## src/rtl/serial_word_collector_if.sv

```systemverilog
// Parallel word handshake between the serial collector and its consumer.
// master: drives out_word/out_valid, samples out_ready; slave: the reverse.
interface serial_word_collector_if #(
    parameter int WIDTH = 8
);
    logic [WIDTH-1:0] out_word;
    logic             out_valid;
    logic             out_ready;

    modport master (
        output out_word,
        output out_valid,
        input  out_ready
    );

    modport slave (
        input  out_word,
        input  out_valid,
        output out_ready
    );
endinterface

```

## src/rtl/serial_word_collector.sv

```systemverilog
// Assembles LSB-first serial bits into WIDTH-bit words with a valid/ready output.
// Ports: clk, reset (async high), in/in_valid/sof serial side, out_if word
// handshake, busy (mid-word), overflow and frame_err one-cycle pulses.
module serial_word_collector #(
    parameter int WIDTH = 8
) (
    input  logic                    clk,
    input  logic                    reset,
    input  logic                    in,
    input  logic                    in_valid,
    input  logic                    sof,
    serial_word_collector_if.master out_if,
    output logic                    busy,
    output logic                    overflow,
    output logic                    frame_err
);
    localparam int CW = (WIDTH > 2) ? $clog2(WIDTH) : 1;
    localparam logic [CW-1:0] LAST = CW'(WIDTH - 1);

    typedef enum logic {
        IDLE,
        COLLECT
    } state_t;

    state_t           state_q, state_d;
    // Only the upper WIDTH-1 bits of the shift register are kept: the
    // lowest bit is shifted out on the same edge the word completes, so
    // it is never observed.
    logic [WIDTH-2:0] sr_q, sr_d;
    logic [CW-1:0]    cnt_q, cnt_d;
    logic [WIDTH-1:0] word_q, word_d;
    logic             valid_q, valid_d;
    logic             ovf_q, ovf_d;
    logic             ferr_q, ferr_d;
    logic [WIDTH-1:0] shifted;
    logic             complete;

    // Shift with the new bit; also the completed word on the final bit.
    assign shifted = {in, sr_q};

    always_comb begin
        state_d  = state_q;
        sr_d     = sr_q;
        cnt_d    = cnt_q;
        word_d   = word_q;
        valid_d  = valid_q;
        ovf_d    = 1'b0;
        ferr_d   = 1'b0;
        complete = 1'b0;

        unique case (state_q)
            IDLE: begin
                if (in_valid && sof) begin
                    sr_d    = shifted[WIDTH-1:1];
                    cnt_d   = CW'(1);
                    state_d = COLLECT;
                end
            end
            COLLECT: begin
                if (in_valid) begin
                    sr_d = shifted[WIDTH-1:1];
                    if (sof) begin
                        // Restart: stale bits get shifted out by the new word.
                        ferr_d = 1'b1;
                        cnt_d  = CW'(1);
                    end else if (cnt_q == LAST) begin
                        complete = 1'b1;
                        cnt_d    = '0;
                        state_d  = IDLE;
                    end else begin
                        cnt_d = cnt_q + CW'(1);
                    end
                end
            end
            default: state_d = IDLE;
        endcase

        if (complete) begin
            if (!valid_q || out_if.out_ready) begin
                word_d  = shifted;
                valid_d = 1'b1;
            end else begin
                ovf_d = 1'b1;
            end
        end else if (valid_q && out_if.out_ready) begin
            valid_d = 1'b0;
        end
    end

    always_ff @(posedge clk or posedge reset) begin
        if (reset) begin
            state_q <= IDLE;
            sr_q    <= '0;
            cnt_q   <= '0;
            word_q  <= '0;
            valid_q <= 1'b0;
            ovf_q   <= 1'b0;
            ferr_q  <= 1'b0;
        end else begin
            state_q <= state_d;
            sr_q    <= sr_d;
            cnt_q   <= cnt_d;
            word_q  <= word_d;
            valid_q <= valid_d;
            ovf_q   <= ovf_d;
            ferr_q  <= ferr_d;
        end
    end

    assign out_if.out_word  = word_q;
    assign out_if.out_valid = valid_q;
    assign busy             = (state_q == COLLECT);
    assign overflow         = ovf_q;
    assign frame_err        = ferr_q;
endmodule
```

## src/flat_wrapper.sv

```systemverilog
// flat-port wrapper written by rule: the top's interface ports become plain ports
module serial_word_collector_flat 
#(
    parameter int WIDTH = 8
)
  (clk, reset, in, in_valid, sof, busy, overflow, frame_err, out_if_out_word, out_if_out_valid, out_if_out_ready);
  serial_word_collector_if #(.WIDTH(WIDTH)) out_if_i ();
  input  logic clk;
  input  logic reset;
  input  logic in;
  input  logic in_valid;
  input  logic sof;
  output logic busy;
  output logic overflow;
  output logic frame_err;
  output wire logic [$bits(out_if_i.out_word)-1:0] out_if_out_word;
  output wire logic [$bits(out_if_i.out_valid)-1:0] out_if_out_valid;
  input wire logic [$bits(out_if_i.out_ready)-1:0] out_if_out_ready;
  assign out_if_out_word = out_if_i.out_word;
  assign out_if_out_valid = out_if_i.out_valid;
  assign out_if_i.out_ready = out_if_out_ready;
  serial_word_collector #(.WIDTH(WIDTH)) u_core (.clk(clk), .reset(reset), .in(in), .in_valid(in_valid), .sof(sof), .out_if(out_if_i), .busy(busy), .overflow(overflow), .frame_err(frame_err));
endmodule
```

## config.mk

```make
export PLATFORM = sky130hd
export DESIGN_NAME = serial_word_collector_flat
export DESIGN_NICKNAME = d
export VERILOG_FILES = /design/src/rtl/serial_word_collector_if.sv /design/src/rtl/serial_word_collector.sv /design/src/flat_wrapper.sv
export SDC_FILE = /design/constraint.sdc
export NUM_CORES = 1
export LEC_CHECK = 0
export ABC_AREA = 0
export CAP_MARGIN = 20
export CORE_ASPECT_RATIO = 0.8
export CORE_MARGIN = 2
export CORE_UTILIZATION = 52
export CTS_BUF_LIST = sky130_fd_sc_hd__clkbuf_4
export CTS_CLUSTER_DIAMETER = 120
export CTS_CLUSTER_SIZE = 24
export DETAILED_ROUTE_END_ITERATION = 6
export PLACE_DENSITY_LB_ADDON = 0.05
export SYNTH_ARGS = -nofsm -noshare
export SYNTH_HDL_FRONTEND = slang
export SYNTH_SLANG_ARGS = --single-unit
```

## constraint.sdc

```tcl
create_clock -name clk -period 1.9 [get_ports clk]
set_input_delay 0.38 -clock clk [delete_from_list [all_inputs] [get_ports clk]]
set_output_delay 0.38 -clock clk [all_outputs]
set_load 0.05 [all_outputs]
```

* Yosys cells after proc, flatten, opt, wreduce, memory -nomap -nowiden
Cells that the tools add are included.
Storage, ports and cells: flip-flop bits (word level) 22, input port bits 6, output and inout port bits 12, word-level logic and storage cells 46
Cells by class: add/subtract/negate cells 1, eq/ne operators 4, multiplexer cells 25, bitwise operators 1, reduce and logical (&&, ||, !) cells 8
Operators with widths (number):
- $mux W1 | 16
- $mux W7 | 2
- $pmux W7 S2 | 1
- $mux W3 | 4
- $pmux W3 S2 | 1
- $reduce_and A2 Y1 | 3
- $ne A2 B2 Y1 const B | 2
- $add A3 B1 Y3 const B | 1
- $eq A3 B3 Y1 const B | 1
- $logic_and A1 B1 Y1 | 2
- $ne A2 B1 Y1 const B | 1
- $pmux W1 S2 | 1
- $reduce_bool A2 Y1 | 1
- $logic_not A1 Y1 | 1
- $logic_or A1 B1 Y1 | 1
- $not A1 Y1 | 1

* Logic depth before layout (Yosys ltp)
word-level depth 7, depth in mapped cells 6, gate-level depth less buffers 5

* Worst setup path before layout
OpenSTA, ideal clock, no wires.
path type register -> register, from reg u_core.state_q, in the netlist u_core.busy, to reg u_core.word_q[0], in the netlist u_core.out_if.out_word[0], setup time 0.125 ns, arrival time 1.532 ns, required time 1.775 ns, setup slack 0.243 ns, cell stages (with the launch flop) 6, path buffers 2, period minus slack after synthesis 1.657 ns, cell sequence dfrtp_1 buf_4 nand4b_4 nor2b_2 buf_6 mux2_4
On the way: longest elaborated chain between the ends 2
RTL lines:
- start: declaration | line serial_word_collector.sv:25 | state_t state_q, state_d;
- start signal: assignment | line serial_word_collector.sv:100 | state_q <= state_d;
- $mux W1 | line serial_word_collector.sv:51 | unique case (state_q)
- $reduce_and A2 Y1 (no line)
- end signal: assignment | line serial_word_collector.sv:103 | word_q <= word_d;
- end: declaration | line serial_word_collector.sv:31 | logic [WIDTH-1:0] word_q, word_d;
Every way passes these cells. A chain may end at the register's enable or synchronous reset.

* Worst setup path in the final report
from reg u_core.word_q[6], in the netlist u_core.out_if.out_word[6], to out out_if_out_word[6]
RTL lines:
- end: declaration | line flat_wrapper.sv:16 | output wire logic [$bits(out_if_i.out_word)-1:0] out_if_out_word;
No word-level cell between the ends.

==> out/qor.txt <==
outcome: finished, final reports clean
Crit path depth: 1
sequential power share: 0.491
fmax: 540.4 MHz
antenna-violating nets left: 0
core area: 1675 um2
# diodes: 0
critical setup path kind: flip-flop to primary output
post-DR vias/cell: 5.046
CP Data Required Time: 1520 ps
Root Driver: clkbuf_4
antenna violations before repair: 0
crit path buf inv count: 1
GRT Residual Overflow: 0
Detailed Place HPWL: 1084 um
crit-path leading delay family: buffers and inverters
Post-Syn Area: 948.4 um2
Yosys warning total: 0
internal power: 0.0008770 W
combinational share of power: 0.359
crit start category: flip-flop
# nets final: 96
# DRC: 0
GRT Resource Usage Total: 0.1572
Initial Util: 0.5661
Final Hold Viols: 0
post-synthesis sequential area ratio: 0.5805
WP data arrival: 1470 ps
setup violators final: 0
critical path cell sequence: clkdlybuf4s50_1
most common cell in the synthesized netlist: dfrtp_1
P_leak: 0.5893 nW
Mapped Cells: 65
max_slew headroom: 0.6680
unrepaired setup endpoints after global routing: false
CP max stage delay: 800 ps
sw frac: 0.3515
DRT Wirelength: 1471 um
Die W: 51.75 um
Yosys top cell by area: dfrtp_1
Post-synth EDFFs: 0
VDD IR max: 755.9 uV
Clk Latency, worst-skew pair: 290 ps
FP Rows: 13
total placed instance area: 1155 um2
Synth area leaders: dfrtp_1 58%, mux2_4 13%, mux2_2 8.3%
setup TNS: 0 ps
setup slack after layout: 49.58 ps
largest net degree at the start of global routing: 23
crit path capture type: primary output
IO Port Bufs: 17
CP Max Fanout: 2
worst slew pin tran: 497.2 ps
CTS tree: built
Final period util: 0.9739
Clk network pwr share: 0.150
post-route cell area: 1185 um2
Synth-to-Final Area Change: 24.93%
first-pass GRT wire length: 2539 um
Synth top area share: 0.5805
Iteration-0 DRC Markers: 9
share of layout cells above drive strength 1: 0.3218
most frequent cells after synthesis: 22 x dfrtp_1, 8 x mux2_4, 7 x mux2_2, 5 x nand2_1, 4 x inv_1
pre-CTS WS: 59.62 ps
PD cells: 1141 nW/um2
H-tree depth: 1
fin util: 0.7072
Final Max Slew Viols: 0
WL per Instance: 13.50 um
clock slew at reported path FFs: 110 ps
reg2reg path depth: 6
hold crit path type: input port to async pin
critical path's slowest cell: clkdlybuf4s50_1
max cap viols: 0
Net Switching: 0.0004753 W
Synth cell types: 21
clock sinks: 22
hold_buf cts: 0
DR vias: 550
Max Clock Skew: 4.308 ps
gpl congestion: 0.7393
Syn Nets: 73
Yosys reg bits: 22
Primary FF master, synth: dfrtp_1
Final Critical Period: 1850 ps
Die ar.: 2184 um2
IO Count: 18
vias in the first global route: 568
asr flop ratio synth: 1.000
CTS buffer count: 3
chip height: 42.20 um
CTS Buffer Depth: 2
mean post-synth cell area: 14.59 um2
total iterations of the first detailed-routing run: 4
-- cells by family after synthesis --
kind of cell | Yosys count | share of synthesized area
buffers and inverters | 7 | 0.04353
AO/OA/AOI/OAI | 7 | 0.05541
AND/OR/NAND/NOR | 12 | 0.08444
flip-flops | 22 | 0.5805
multiplexers | 15 | 0.2098
adder cells (fa/ha/maj) | 2 | 0.02638
-- stage by stage --
stage               hold WS, ps  instances  power [W]
CTS                       400.9        109   0.001371
floorplan                 369.2         65   0.001012
global placement          489.4        105   0.001148
global route              427.9        109   0.001425
detailed placement        499.6        105   0.001169
finish                    398.6        109   0.001352
-- worst paths after layout --
| kind | start | end | slack, ps |
|---|---|---|---|
| min | reset | u_core.out_if.out_word[2] | 400 |
| min in group clk | u_core.sr_q[0] | u_core.out_if.out_word[0] | 520 |
| max in group asynchronous | reset | u_core.busy | 1290 |
| min reg2reg | u_core.sr_q[0] | u_core.out_if.out_word[0] | 520 |
| max | u_core.out_if.out_word[6] | out_if_out_word[6] | 50 |
| max reg2reg | u_core.cnt_q[0] | u_core.out_if.out_word[5] | 220 |
-- layout make-up --
type | count | area, um2
Sequential cell | 22 | 550.5
Fill cell | 116 | 490.5
Timing Repair Buffer | 21 | 209.0
Clock inverter | 1 | 3.754
Multi-Input combinational cell | 36 | 356.6
Clock buffer | 3 | 22.52
Inverter | 4 | 15.01
Tap cell | 22 | 27.53
-- placed cells by master (no fill, tap or decap), types with 2 or more instances in the layout --
master           synthesis  routed
dfrtp_1                 22      22
clkdlybuf4s50_1          0      11
mux2_4                   8       8
mux2_2                   7       7
buf_4                    2       6
nand2_1                  5       5
inv_1                    4       4
clkbuf_4                 0       3
o22ai_1                  2       2
ha_1                     2       2
dlymetal6s2s_1           0       2
-- power groups by stage --
stage,logic [W],registers (W),clock network (W)
after floorplan,0.000189,0.000824,0
after global placement,0.000482,0.000666,0
after detailed placement,0.000494,0.000674,0
after CTS,0.000492,0.000665,0.000214
after global routing,0.000517,0.000677,0.000230
final,0.000485,0.000664,0.000203
-- registers in the layout, summed over array words and instances (netlist names) --
register / cells
u_core.out_if.out_valid: 1
u_core.cnt_q: 3
u_core.overflow: 1
u_core.sr_q: 7
u_core.out_if.out_word: 8
u_core.frame_err: 1
u_core.busy: 1
-- metal layers --
layer  vias to the layer above  track usage  wire [um]
li1                        270            -          -
met1                       269       0.2014        704
met2                         9       0.2590        711
met3                         2      0.06429         48
met4                         0      0.01579          6
met5                         -            0          0
-- what timing repair did --
| item | CTS | global route |
|---|---|---|
| endpoints found under the setup margin | 1 | 2 |
| pin swaps | 0 | 0 |
| gates resized for setup | 1 | 2 |
| buffers inserted | 0 | 0 |
No activity file was read; power rests on OpenSTA's default activity.
